--- config.mk ---
export PLATFORM = sky130hd
export DESIGN_NAME = button_rx_flat
export DESIGN_NICKNAME = d
export VERILOG_FILES = /design/src/rtl/button_rx_if.sv /design/src/rtl/button_rx.sv /design/src/flat_wrapper.sv
export SDC_FILE = /design/constraint.sdc
export NUM_CORES = 1
export LEC_CHECK = 0
export CAP_MARGIN = 10
export CELL_PAD_IN_SITES_DETAIL_PLACEMENT = 1
export CELL_PAD_IN_SITES_GLOBAL_PLACEMENT = 1
export CORE_UTILIZATION = 30
export DETAILED_ROUTE_END_ITERATION = 10
export MAX_ROUTING_LAYER = met4
export PLACE_DENSITY_LB_ADDON = 0.3
export SLEW_MARGIN = 0
export SYNTH_ARGS = -nofsm -noshare
export SYNTH_HDL_FRONTEND = slang
export SYNTH_SLANG_ARGS = --single-unit
--- constraint.sdc ---
create_clock -name i_clk -period 3.09 [get_ports i_clk]
set_clock_uncertainty 0.05 [all_clocks]
set_input_delay 0.927 -clock i_clk [delete_from_list [all_inputs] [get_ports i_clk]]
set_output_delay 0.927 -clock i_clk [all_outputs]
set_load 0.005 [all_outputs]
--- src/rtl/button_rx_if.sv ---
// ============================================================================
//  Module      : button_rx_if
//  Description : Event handshake between the button receiver (master) and
//                its downstream consumer (slave).
//  Revision    : 1.0 - initial release
// ============================================================================
`timescale 1ns/1ps
`default_nettype none

interface button_rx_if;
    logic       o_evt_valid;
    logic [1:0] o_evt_code;
    logic       i_evt_ready;

    modport master (
        output o_evt_valid,
        output o_evt_code,
        input  i_evt_ready
    );

    modport slave (
        input  o_evt_valid,
        input  o_evt_code,
        output i_evt_ready
    );
endinterface

`default_nettype wire

--- src/rtl/button_rx.sv ---
// ============================================================================
//  Module      : button_rx
//  Description : Debounced push-button receiver. Synchronises the raw pin,
//                debounces it, times each press and queues short/long press
//                events in a 4-entry FIFO behind a valid/ready handshake.
//                Optional macro BUTTON_RX_LONG_EN enables the hold timer and
//                long-press classification; without it every press is short.
//  Revision    : 1.0 - initial release
// ============================================================================
`timescale 1ns/1ps
`default_nettype none

module button_rx #(
    parameter int DEBOUNCE_CYCLES = 240_000,
    parameter int LONG_CYCLES     = 24_000_000,
    parameter bit ACTIVE_LOW      = 1'b1
) (
    input  wire logic       i_clk,
    input  wire logic       i_rst_n,
    input  wire logic       i_btn,
    output logic            o_pressed,
    button_rx_if.master     evt,
    output logic            o_overflow
);

    localparam int         c_DB_W    = $clog2(DEBOUNCE_CYCLES + 1);
    localparam logic [1:0] c_SHORT   = 2'b01;
    localparam logic [2:0] c_DEPTH   = 3'd4;

    // Synchroniser and debouncer state
    logic [1:0]        r_sync;
    logic              r_st;
    logic              r_st_d;
    logic [c_DB_W-1:0] r_db;

    // Event FIFO state
    logic [1:0]        r_mem [4];
    logic [1:0]        r_wr_ptr;
    logic [1:0]        r_rd_ptr;
    logic [2:0]        r_count;
    logic              r_overflow;

    logic              w_sample;
    logic              w_rise;
    logic              w_fall;
    logic [1:0]        w_code;
    logic              w_valid;
    logic              w_full;
    logic              w_pop;
    logic              w_write;
    logic              w_drop;

    // Two-flop synchroniser, parked at the released pin level
    always_ff @(posedge i_clk) begin
        if (!i_rst_n) begin
            r_sync <= {2{ACTIVE_LOW}};
        end else begin
            r_sync <= {r_sync[0], i_btn};
        end
    end

    // Normalise so that 1 always means pressed
    assign w_sample = r_sync[1] ^ ACTIVE_LOW;

    // Debouncer: accept a new level only after it has differed long enough
    always_ff @(posedge i_clk) begin
        if (!i_rst_n) begin
            r_st <= 1'b0;
            r_db <= '0;
        end else if (w_sample == r_st) begin
            r_db <= '0;
        end else if (r_db == c_DB_W'(DEBOUNCE_CYCLES - 1)) begin
            r_st <= ~r_st;
            r_db <= '0;
        end else begin
            r_db <= r_db + c_DB_W'(1);
        end
    end

    // Delayed stable level for edge detection
    always_ff @(posedge i_clk) begin
        if (!i_rst_n) begin
            r_st_d <= 1'b0;
        end else begin
            r_st_d <= r_st;
        end
    end

    assign w_rise = r_st & ~r_st_d;
    assign w_fall = ~r_st & r_st_d;

`ifdef BUTTON_RX_LONG_EN
    localparam int c_HOLD_W = $clog2(LONG_CYCLES + 1);
    logic [c_HOLD_W-1:0] r_hold;

    // Hold timer: restarts on press, saturates so long holds never wrap
    always_ff @(posedge i_clk) begin
        if (!i_rst_n) begin
            r_hold <= '0;
        end else if (w_rise) begin
            r_hold <= '0;
        end else if (r_st && (r_hold != c_HOLD_W'(LONG_CYCLES))) begin
            r_hold <= r_hold + c_HOLD_W'(1);
        end
    end

    assign w_code = (r_hold >= c_HOLD_W'(LONG_CYCLES)) ? 2'b10 : c_SHORT;
`else
    assign w_code = c_SHORT;
`endif

    // FIFO control; a full FIFO still accepts a push when the head leaves
    assign w_valid = (r_count != 3'd0);
    assign w_full  = (r_count == c_DEPTH);
    assign w_pop   = w_valid & evt.i_evt_ready;
    assign w_write = w_fall & (~w_full | w_pop);
    assign w_drop  = w_fall & w_full & ~w_pop;

    // FIFO storage, pointers, occupancy and sticky overflow flag
    always_ff @(posedge i_clk) begin
        if (!i_rst_n) begin
            for (int i = 0; i < 4; i++) begin
                r_mem[i] <= 2'b00;
            end
            r_wr_ptr   <= 2'd0;
            r_rd_ptr   <= 2'd0;
            r_count    <= 3'd0;
            r_overflow <= 1'b0;
        end else begin
            if (w_write) begin
                r_mem[r_wr_ptr] <= w_code;
                r_wr_ptr        <= r_wr_ptr + 2'd1;
            end
            if (w_pop) begin
                r_rd_ptr <= r_rd_ptr + 2'd1;
            end
            case ({w_write, w_pop})
                2'b10:   r_count <= r_count + 3'd1;
                2'b01:   r_count <= r_count - 3'd1;
                default: r_count <= r_count;
            endcase
            if (w_drop) begin
                r_overflow <= 1'b1;
            end
        end
    end

    assign o_pressed       = r_st;
    assign o_overflow      = r_overflow;
    assign evt.o_evt_valid = w_valid;
    assign evt.o_evt_code  = w_valid ? r_mem[r_rd_ptr] : 2'b00;

endmodule

`default_nettype wire

--- src/flat_wrapper.sv ---
// flat-port wrapper written by rule: the top's interface ports become plain ports
module button_rx_flat 
#(
    parameter int DEBOUNCE_CYCLES = 240_000,
    parameter int LONG_CYCLES     = 24_000_000,
    parameter bit ACTIVE_LOW      = 1'b1
)
  (i_clk, i_rst_n, i_btn, o_pressed, o_overflow, evt_o_evt_valid, evt_o_evt_code, evt_i_evt_ready);
  button_rx_if evt_i ();
  input  wire logic i_clk;
  input  wire logic i_rst_n;
  input  wire logic i_btn;
  output logic o_pressed;
  output logic o_overflow;
  output wire logic [$bits(evt_i.o_evt_valid)-1:0] evt_o_evt_valid;
  output wire logic [$bits(evt_i.o_evt_code)-1:0] evt_o_evt_code;
  input wire logic [$bits(evt_i.i_evt_ready)-1:0] evt_i_evt_ready;
  assign evt_o_evt_valid = evt_i.o_evt_valid;
  assign evt_o_evt_code = evt_i.o_evt_code;
  assign evt_i.i_evt_ready = evt_i_evt_ready;
  button_rx #(.DEBOUNCE_CYCLES(DEBOUNCE_CYCLES), .LONG_CYCLES(LONG_CYCLES), .ACTIVE_LOW(ACTIVE_LOW)) u_core (.i_clk(i_clk), .i_rst_n(i_rst_n), .i_btn(i_btn), .o_pressed(o_pressed), .evt(evt_i), .o_overflow(o_overflow));
endmodule
### After elaboration in Yosys (flattened, before gate mapping)

Memory sizes are Yosys's and may differ from the RTL's. A register that Yosys moved wholly into a read port is not among the register bits.
Index checks and enable logic that the tools add are counted.

* register bits after elaboration: 30
* bits in writable memories: 4
* word-level logic and storage cells: 47
* memories kept: 1

Memory list
* u_core.r_mem: words 4, width 1, rd ports 1, clocked after memory_dff 1, wr ports 4, RTL line button_rx.sv:37 `logic [1:0] r_mem [4];`

* add/subtract/negate cells: 5
* equality and inequality tests: 5
* mux-type cells: 11
* bitwise logic cells: 12
* reduce and logical (&&, ||, !) cells: 5

Operator list (count)
* adder 18 x 1 -> 18 bit (second input constant): 1
* == test 18 bit (second input constant): 1
* two-way mux 2 bit: 4
* two-way mux 1 bit: 6
* inverter 1 bit: 6
* case mux 3 bit (2 select lines): 1
* bitwise AND 1 bit: 5
* adder 2 x 1 -> 2 bit (second input constant): 2
* adder 3 x 1 -> 3 bit (second input constant): 1
* == test 3 bit (second input constant): 1
* nonzero test 3 bit: 1
* OR reduction 3 bit: 1
* subtractor 3 x 1 -> 3 bit (second input constant): 1
* == test 2 x 1 -> 1 bit (second input constant): 1
* == test 2 bit (second input constant): 1
* AND reduction 2 bit: 1
* nonzero test 2 bit: 1
* == test 1 bit: 1
* bitwise OR 1 bit: 1
* OR reduction 1 bit: 1

### Longest topological paths before layout

Gate-level depths: netlist (run 1).

* word-level depth: 9
* gate-level depth with buffers: 8

### Worst setup path before layout (run 1)

No wires, ideal clock.

* path kind: input port to flip-flop
* from: input evt_i_evt_ready
* to: register u_core.r_count[2]
* library setup time: 0.071 ns
* arrival time: 2.895 ns
* data required time: 2.969 ns
* slack: 0.074 ns
* stages on the path: 8
* path through: or4b_2 > nand2_1 > ha_1 > inv_1 > fa_1 > xor2_1 > or3_1 > a21oi_1

* longest elaborated chain between the ends: 5

RTL lines
* from (decl): RTL line flat_wrapper.sv:17 `input wire logic [$bits(evt_i.i_evt_ready)-1:0] evt_i_evt_ready;`
* bitwise AND 1 bit *: RTL line button_rx.sv:115 `assign w_pop = w_valid & evt.i_evt_ready;`
* bitwise OR 1 bit: RTL line button_rx.sv:116 `assign w_write = w_fall & (~w_full | w_pop);`
* bitwise AND 1 bit: RTL line button_rx.sv:116
* == test 2 x 1 -> 1 bit / == test 2 bit (equally long branches): RTL line button_rx.sv:137 `case ({w_write, w_pop})`
* case mux 3 bit (2 select lines) / nonzero test 2 bit (equally long branches)
* to (signal assigned): RTL line button_rx.sv:138 `2'b10: r_count <= r_count + 3'd1;`
* to (signal assigned): RTL line button_rx.sv:139 `2'b01: r_count <= r_count - 3'd1;`
* to (signal assigned): RTL line button_rx.sv:140 `default: r_count <= r_count;`
* to (decl): RTL line button_rx.sv:40 `logic [2:0] r_count;`

Mark *: on every way between the ends. The rest lies on a longest branch, timed or not.
A chain may end at the register's enable or synchronous reset.

### Final worst setup path (run 1)

Ends and elaborated chain as after synthesis.

==> results of run 1 <==
per-stage QoR:
step           hold slack (ps)   util  worst slack, ps  TNS, ps  instance area, um^2
2_1_floorplan              336      -             74.1        0                 1570
3_3_place_gp               340  0.352             -247     -268                 1720
3_5_place_dp               366  0.352             -335     -411                 1720
4_1_cts                    383  0.371              123        0                 1810
5_1_grt                    387  0.371             24.3        0                 1810
6_report                   380  0.371              132        0                 1810
cells in the mapped netlist, types with 2 or more instances:
master and n:
a21oi_1 3, and2_1 3, and4_1 2, buf_4 2
clkbuf_1 2, dfxtp_1 35, ha_1 2, inv_1 7
nand2_1 7, nand2b_1 2, nand3_1 9, nand4_1 7
nor2_1 29, nor2b_1 2, nor3_1 4, nor4_1 4
o21a_1 4, o21ai_0 2, or3_1 2, or4b_2 2
xnor2_1 9, xor2_1 13
critical path: cells and delay by family:
family                   cells  cell delay [ps]
adder cells (fa/ha/maj)      2              530
AO/OA/AOI/OAI                1              130
AND/OR/NAND/NOR              3              880
XOR/XNOR                     1              170
buffers and inverters        2              480
where the power goes:
part	switching [uW]	leakage [uW]	internal [uW]	total [uW]
logic	7.77	0.000253	6.26	14.0
registers	1.14	0.000292	468	469
clock network	176	0.0000479	157	333
total	185	0.000592	631	816
sequential cells by signal (all words and copies together) (netlist names), named ones only:
signal and flops:
u_core.r_count 3, u_core.r_db 18, u_core.o_overflow 1, u_core.r_wr_ptr 2, u_core.r_sync 2, u_core.r_rd_ptr 2
u_core.o_pressed 1, u_core.r_mem 4, u_core.r_st_d 1
final cells by class:
class | instances | share of cell area
Clock buffer | 5 | 0.0380
Clock inverter | 3 | 0.0104
Inverter | 7 | 0.0145
Multi-Input combinational cell | 116 | 0.432
Sequential cell | 36 | 0.404
Tap cell | 67 | 0.0463
Timing Repair Buffer | 11 | 0.0553
cells by family after synthesis:
group / synth area share
compound gates: 0.0544
xor+xnor: 0.123
fa+ha+maj: 0.0288
buf+inv: 0.0384
flops: 0.467
mux: 0.0280
other cells: 0.00240
simple gates: 0.258
worst paths after layout:
| check | from | end | slack [ps] | cells after the start |
|---|---|---|---|---|
| worst max-delay path | evt_i_evt_ready | u_core.r_count[2]$_SDFFE_PN0P_ | 130 | 9 |
| worst min-delay path | u_core.r_sync[0]$_SDFF_PN1_ | u_core.r_sync[1]$_SDFF_PN1_ | 380 | 1 |
| worst max register to register | u_core.r_count[0]$_SDFFE_PN0P_ | u_core.r_count[2]$_SDFFE_PN0P_ | 790 | 8 |
| worst min register to register | u_core.r_sync[0]$_SDFF_PN1_ | u_core.r_sync[1]$_SDFF_PN1_ | 380 | 1 |
per-layer routing:
metal  vias up  share of wire  global-route usage
met3         2          0.031              0.0447
met1       550           0.45               0.148
met2        12           0.51               0.226
met4         0         0.0079              0.0503
met5         -              0                   -
li1        581              -                   -
==> impl_metrics.py, run 1 <==
metrics = {
    "drt": {
        "dr.pass1.iters": 4,
        "drt-total-wl_mm": 3.04,
        "vias_per_cell": 4.67,
        "ant_nets": 0,
        "vias": 1145,
        "drt-initial-drc-count": 28,
        "drc": 0,
        "wire_per_inst_um": 12.4,
    },
    "floorplan": {
        "dieArea_mm2": 0.00551,
        "fp.dieH_um": 74.2,
        "die_x_um": 74.2,
        "core_mm2": 0.00488,
        "ioPinCount": 9,
        "start_util": 0.321,
        "row_count": 25,
    },
    "cells_and_area": {
        "seqCellArea_um2": 731,
        "nFillCells": 577,
        "final_cell_mix": "dfxtp_1, nor2_1, xor2_1",
        "drive_above_1_share": 0.112,
        "multiInputGateArea_um2": 781,
        "final_common_cell": "dfxtp_1",
        "n_antenna_cell": 0,
        "fin_nets": 184,
        "area_delta_synth_final_pct": 15.6,
        "fin_cells": 245,
    },
    "timing": {
        "fin_crit_sh": 0.957,
        "period_minus_slack_ps": 2960,
        "rsz0062_at_grt": "no",
        "tightest_slew_ps": 697,
        "setup_violations": 0,
        "hold_viol": 0,
        "fmax_mhz": 338,
        "slew_violations": 0,
        "maxSlewHeadroom": 0.535,
    },
    "global_route": {
        "grt_pass1_vias": 1172,
        "track_usage": 0.134,
        "grt_pass1_wl_mm": 5.28,
        "grt_max_degree": 18,
        "antenna_found_initial": 0,
        "grt_overflow": 0,
    },
    "yosys": {
        "syn_inst": 164,
        "ys_ff_latch": 36,
        "synth_edf_count": 1,
        "async_reset_ff_frac": 0,
        "synth.area.top_cells": "dfxtp_1, xor2_1, nor2_1",
        "synth_top_area_cell": "dfxtp_1",
        "syn_area_mm2": 0.00157,
        "synth-warning-count": 0,
        "synth_nets": 171,
        "ys_seq_area_frac": 0.467,
        "synth_top_area_share": 0.448,
        "synth_ff_type": "dfxtp_1",
        "synth.distinct_cells": 34,
        "synth.avg_cell_area_um2": 9.54,
    },
    "clock_network": {
        "clkTransAtPathRegs_ps": 70,
        "cts.sinks": 36,
        "postCtsSetupBuffers": 0,
        "clk_latency_ps": 290,
        "clockBufferDepth": 2,
        "clockRootBuffer": "clkbuf_8",
        "numCtsBuffers": 5,
        "postCtsHoldBufs": 0,
        "htree_num_levels": 2,
        "cts_resized": 2,
        "cts_tree": "done",
    },
    "power_and_ir_drop": {
        "power_uw": 816,
        "p_leak_uw": 0.000592,
        "peakVddDrop_uv": 252,
        "power.density_mw_per_mm2": 451,
    },
    "worst_setup_path": {
        "crit_fanout": 2,
        "critPathMaxStageDelay_ps": 500,
        "worstSetupPathType": "input pin to register",
        "worstPathCellList": "clkdlybuf4s50_1 > or4b_4 > nand2_2 > ha_1 > inv_1 > fa_1 > xor2_1 > or3_1 > a21oi_1",
        "cp.arrival_ps": 3130,
        "startpoint_type": "input pin",
        "cp_slowest_cell": "or4b_4",
        "required_ps": 3260,
        "endpoint_kind": "register",
    },
    "placed_design": {
        "placedCellCount": 237,
        "dpl.hpwl_mm": 2.28,
        "place_congestion": 0.811,
        "numPortBuffers": 7,
    },
    "worst_hold_path": {
        "hold_class": "register to register",
    },
    "run_status": {
        "status": "complete, no violations",
    },
    "run": {
        "cap_viol_max_count": 0,
    },
}
(Power assumes the default switching activity.)
==> inputs of run 2 (changes only) <==
- CORE_UTILIZATION: 30 -> 40
==> run 2 against run 1 <==
  * Power is 9.1% higher
  * Via count increased by 2.3%
  * Sequential share of layout area is 0.084 points lower
  * Hold slack worse by 14 ps
  * Critical path depth stayed put
  * Register-to-register slack lost 30 ps
  * Non-clock buffer count did not move
  * Maximum frequency down 0.81%
  * Sequential cell count did not move
  * Critical path type unchanged
  * Highest routed layer unchanged
==> impl_metrics.py, run 2 (synthesis gave the netlist of run 1 again) <==
metrics = {
    "floorplan": {
        "ioPinCount": 9,
        "fp.dieH_um": 64.6,
        "row_count": 22,
        "die_x_um": 64.6,
        "dieArea_mm2": 0.00417,
        "core_mm2": 0.00372,
        "start_util": 0.421,
    },
    "global_route": {
        "grt_overflow": 0,
        "antenna_found_initial": 0,
        "track_usage": 0.186,
        "grt_pass1_wl_mm": 5.69,
        "grt_max_degree": 18,
        "grt_pass1_vias": 1259,
    },
    "cells_and_area": {
        "fin_util": 0.488,
        "area_delta_synth_final_pct": 15.8,
        "multiInputGateArea_um2": 785,
        "regMostFlops": "u_core.r_db",
        "final_common_cell": "dfxtp_1",
        "largest_register_ffs": 18,
        "n_antenna_cell": 0,
        "fin_nets": 184,
        "drive_above_1_share": 0.118,
        "reg_top3": "u_core.r_db (18), u_core.r_mem (4), u_core.r_count (3)",
        "final_cell_mix": "dfxtp_1, nor2_1, xor2_1",
        "seqCellArea_um2": 731,
        "nFillCells": 433,
    },
    "drt": {
        "vias_per_cell": 5.18,
        "drc": 0,
        "drt-total-wl_mm": 3.15,
        "drt-initial-drc-count": 24,
        "ant_nets": 0,
        "wire_per_inst_um": 13.9,
        "dr.pass1.iters": 3,
        "vias": 1171,
    },
    "worst_setup_path": {
        "rr_startpoint": "u_core.r_count[0]$_SDFFE_PN0P_",
        "cp.depth": 9,
        "required_ps": 3250,
        "crit_fanout": 2,
        "endpoint": "u_core.r_count[2]$_SDFFE_PN0P_",
        "critPathBufInv": 2,
        "cp.arrival_ps": 3140,
        "critPathMaxStageDelay_ps": 500,
        "worstSetupPathType": "input pin to register",
        "critPathTopFamily": "simple AND/OR/NAND/NOR gates",
        "worstPathCellList": "clkdlybuf4s50_1 > or4b_4 > nand2_2 > ha_1 > inv_1 > fa_1 > xor2_1 > or3_1 > a21oi_2",
        "ff2ff_setup_slack_ps": 760,
        "startpoint": "evt_i_evt_ready",
        "cp_slowest_cell": "or4b_4",
        "r2r-end": "u_core.r_count[2]$_SDFFE_PN0P_",
        "endpoint_kind": "register",
        "startpoint_type": "input pin",
        "reg2regPathDepth": 8,
    },
    "clock_network": {
        "numCtsBuffers": 5,
        "cts_resized": 3,
        "postCtsHoldBufs": 0,
        "cts_tree": "done",
        "clockBufferDepth": 2,
        "clk_latency_ps": 280,
        "postCtsSetupBuffers": 0,
        "clockRootBuffer": "clkbuf_8",
        "clkTransAtPathRegs_ps": 70,
        "cts.sinks": 36,
        "htree_num_levels": 2,
    },
    "placed_design": {
        "dpl.hpwl_mm": 2.26,
        "place_congestion": 0.726,
        "numPortBuffers": 7,
    },
    "timing": {
        "tightest_slew_ps": 735,
        "fin_crit_sh": 0.965,
        "period_minus_slack_ps": 2980,
        "hold_viol": 0,
        "slew_violations": 0,
        "maxSlewHeadroom": 0.510,
        "rsz0062_at_grt": "no",
        "fmax_mhz": 335,
        "setup_violations": 0,
    },
    "power_and_ir_drop": {
        "p_leak_uw": 0.000599,
        "power.clock.fraction": 0.457,
        "p_seq_frac": 0.527,
        "power_uw": 890,
        "p_sw_uw": 178,
        "p_sw_frac": 0.200,
        "peakVddDrop_uv": 266,
        "internal-power_uw": 713,
        "power.density_mw_per_mm2": 491,
        "pwr-share-comb": 0.016,
    },
    "run": {
        "cap_viol_max_count": 0,
    },
    "worst_hold_path": {
        "hold_class": "register to register",
    },
    "run_status": {
        "status": "complete, no violations",
    },
}
-- run 2: cell count changes in the layout (fill, tap and decap cells not counted), sizes merged --
cell / delta
clkinv: -2
bufinv: +1
clkinvlp: +1
-- run 2: area by class of cell --
| type | instances | share of cell area |
|---|---|---|
| clock inverter | 3 | 0.0235 |
| sequential | 36 | 0.403 |
| timing repair buffer | 11 | 0.0552 |
| clock buffer | 5 | 0.0380 |
| inverter | 7 | 0.0145 |
| tap | 48 | 0.0331 |
| multi-input combinational | 116 | 0.433 |
-- run 2: how the worst min path moves through the flow --
stage	from	to	cells after the start
5_1_grt	u_core.r_sync[0]$_SDFF_PN1_	u_core.r_sync[1]$_SDFF_PN1_	1
6_report	u_core.r_sync[0]$_SDFF_PN1_	u_core.r_sync[1]$_SDFF_PN1_	1
3_3_place_gp	u_core.r_sync[0]$_SDFF_PN1_	u_core.r_sync[1]$_SDFF_PN1_	1
2_1_floorplan	u_core.r_sync[0]$_SDFF_PN1_	u_core.r_sync[1]$_SDFF_PN1_	1
4_1_cts	u_core.r_sync[0]$_SDFF_PN1_	u_core.r_sync[1]$_SDFF_PN1_	1
3_5_place_dp	u_core.r_sync[0]$_SDFF_PN1_	u_core.r_sync[1]$_SDFF_PN1_	1
-- run 2: per-stage QoR --
step                      TNS [ps]  std cells  instance area [um^2]  hold WS, ps  setup slack (ps)
after floorplan                  0        164                  1570          336              74.1
after global placement        -278        218                  1690          340              -248
after detailed placement      -485        218                  1690          347              -368
after CTS                        0        226                  1810          364               102
after global routing             0        226                  1810          376              70.2
final                            0        226                  1810          366               108
-- run 2: worst register-to-register path, cell delays in order, from the launching register on --
cell and delay, ps:
dfxtp_1 360, or4b_4 560, nand2_2 80, ha_1 160, inv_1 60, fa_1 370
xor2_1 160, or3_1 330, a21oi_2 130
-- run 2: metal layers --
metal / up-vias / GRT usage / part of all wire
met5: - / - / 0
met3: 4 / 0.0528 / 0.023
met4: 0 / 0.0750 / 0.014
met2: 9 / 0.325 / 0.52
met1: 579 / 0.198 / 0.44
li1: 579 / - / -
-- run 2: power by group through the flow --
stage / Sequential (uW) / Combinational, uW / Clock (uW)
finish: 469 / 14.3 / 407
detailed placement: 480 / 13.9 / 0
floorplan: 479 / 9.20 / 0
global route: 469 / 15.8 / 445
CTS: 469 / 14.3 / 418
global placement: 480 / 13.5 / 0
==> inputs of run 3 (changes only) <==
- CORE_MARGIN: not set -> 2
==> run 3 against run 2 <==
  * Die area up 6.3%
  * Largest power group unchanged
  * Hold slack worse by 3.1 ps
  * Register-to-register slack better by 20 ps
  * Worst setup slack better by 6.3 ps
  * Global-route usage down 0.64 points
  * Sequential power about the same
  * Largest cell class unchanged
  * Via count down 0.43%
  * Utilization down 0.64 points
  * Highest routed layer unchanged
  * Wire length down 4.8%
  * Non-clock buffer count unchanged
  * Combinational power down 3%
==> impl_metrics.py, run 3 (synthesis gave the netlist of run 1 again) <==
metrics = {
    "run_status": {
        "status": "complete, no violations",
    },
    "drt": {
        "drc": 0,
        "wire_per_inst_um": 13.3,
        "drt-total-wl_mm": 3.00,
        "vias": 1166,
        "dr.pass1.iters": 4,
        "drt-initial-drc-count": 35,
        "vias_per_cell": 5.16,
        "ant_nets": 0,
    },
    "global_route": {
        "grt_pass1_vias": 1231,
        "grt_pass1_wl_mm": 5.65,
        "track_usage": 0.180,
        "grt_max_degree": 18,
        "antenna_found_initial": 0,
        "grt_overflow": 0,
    },
    "clock_network": {
        "cts.sinks": 36,
        "htree_num_levels": 2,
        "cts_tree": "done",
        "cts_resized": 3,
        "clockRootBuffer": "clkbuf_8",
        "clk_latency_ps": 280,
        "postCtsSetupBuffers": 0,
        "clockBufferDepth": 2,
        "postCtsHoldBufs": 0,
        "clkTransAtPathRegs_ps": 70,
        "numCtsBuffers": 5,
    },
    "worst_setup_path": {
        "cp.arrival_ps": 3140,
        "critPathBufInv": 2,
        "cp_slowest_cell": "or4b_4",
        "startpoint_type": "input pin",
        "endpoint_kind": "register",
        "required_ps": 3260,
        "worstSetupPathType": "input pin to register",
        "cp.depth": 9,
        "crit_fanout": 2,
        "critPathTopFamily": "simple AND/OR/NAND/NOR gates",
        "worstPathCellList": "clkdlybuf4s50_1 > or4b_4 > nand2_2 > ha_1 > inv_1 > fa_1 > xor2_1 > or3_1 > a21oi_2",
        "reg2regPathDepth": 8,
        "critPathMaxStageDelay_ps": 500,
    },
    "cells_and_area": {
        "fin_util": 0.481,
        "final_cell_mix": "dfxtp_1, nor2_1, xor2_1",
        "reg_top3": "u_core.r_db (18), u_core.r_mem (4), u_core.r_count (3)",
        "largest_register_ffs": 18,
        "fin_area_mm2": 0.00179,
        "n_antenna_cell": 0,
        "regMostFlops": "u_core.r_db",
        "final_common_cell": "dfxtp_1",
        "nFillCells": 446,
        "fin_cells": 226,
        "area_delta_synth_final_pct": 14.3,
        "drive_above_1_share": 0.118,
        "fin_nets": 184,
    },
    "timing": {
        "slew_violations": 0,
        "fmax_mhz": 336,
        "setup_violations": 0,
        "fin_crit_sh": 0.963,
        "tightest_slew_ps": 686,
        "maxSlewHeadroom": 0.542,
        "period_minus_slack_ps": 2980,
        "hold_viol": 0,
        "rsz0062_at_grt": "no",
    },
    "power_and_ir_drop": {
        "peakVddDrop_uv": 293,
        "power.density_mw_per_mm2": 451,
        "p_leak_uw": 0.000592,
        "power_uw": 807,
    },
    "placed_design": {
        "dpl.hpwl_mm": 2.26,
        "numPortBuffers": 7,
        "place_congestion": 0.744,
        "placedCellCount": 218,
        "dpl_cell_area_mm2": 0.00169,
    },
    "floorplan": {
        "fp.dieH_um": 66.6,
        "core_mm2": 0.00372,
        "dieArea_mm2": 0.00443,
        "start_util": 0.421,
        "ioPinCount": 9,
        "die_x_um": 66.6,
        "row_count": 22,
    },
    "run": {
        "cap_viol_max_count": 0,
    },
    "worst_hold_path": {
        "holdPathStages": 1,
        "hold_class": "register to register",
    },
}
==> run 3: cell count changes in the layout (fill, tap and decap cells not counted) <==
cell        delta
bufinv_16      -1
clkinv_2       +1
clkinv_4       +1
clkinvlp_4     -1
==> run 3: path summary, 6_finish.rpt <==
| kind | start | end | slack [ps] |
|---|---|---|---|
| worst min register to register | u_core.r_sync[0]$_SDFF_PN1_ | u_core.r_sync[1]$_SDFF_PN1_ | 360 |
| worst max register to register | u_core.r_count[0]$_SDFFE_PN0P_ | u_core.r_count[2]$_SDFFE_PN0P_ | 780 |
| worst min-delay path | u_core.r_sync[0]$_SDFF_PN1_ | u_core.r_sync[1]$_SDFF_PN1_ | 360 |
| worst max-delay path | evt_i_evt_ready | u_core.r_count[2]$_SDFFE_PN0P_ | 110 |
==> run 3: layout make-up <==
class                   instances  area, um^2  area share
inverters                       7        26.3      0.0147
repair buffers                 11         100      0.0559
flip-flops and latches         36         731       0.408
clock buffers                   5        68.8      0.0385
multi-input cells             116         785       0.438
well taps                      48        60.1      0.0336
clock inverters                 3        18.8      0.0105
==> run 3: per-layer routing <==
layer | part of all wire | global-route usage | wire length, um
met5 | 0 | - | 0
met4 | 0.018 | 0.0842 | 53
met3 | 0.026 | 0.0557 | 79
met2 | 0.52 | 0.294 | 1550
met1 | 0.44 | 0.201 | 1310
==> run 3: worst register-to-register path: cells and delay by family, from the launching register on <==
family,cells,cell delay (ps)
and+or+nand+nor,3,960
adders and majority gates,2,530
DFF,1,350
xor gates and xnor gates,1,160
AOI/OAI and AO/OA,1,130
buffers and inverters,1,60
==> run 3: power by group <==
group          total [uW]  internal, uW  leakage, uW  switching [uW]
sequential            469           468     0.000292            1.01
clock                 324           157    0.0000479             167
combinational        13.9          6.22     0.000253            7.72
==> run 3: metrics by stage <==
stage	hold slack [ps]	worst slack [ps]	setup TNS [ps]
after CTS	365	121	0
after global placement	340	-246	-277
after floorplan	336	74.1	0
after detailed placement	348	-364	-472
after global routing	392	45.0	0
final	363	114	0
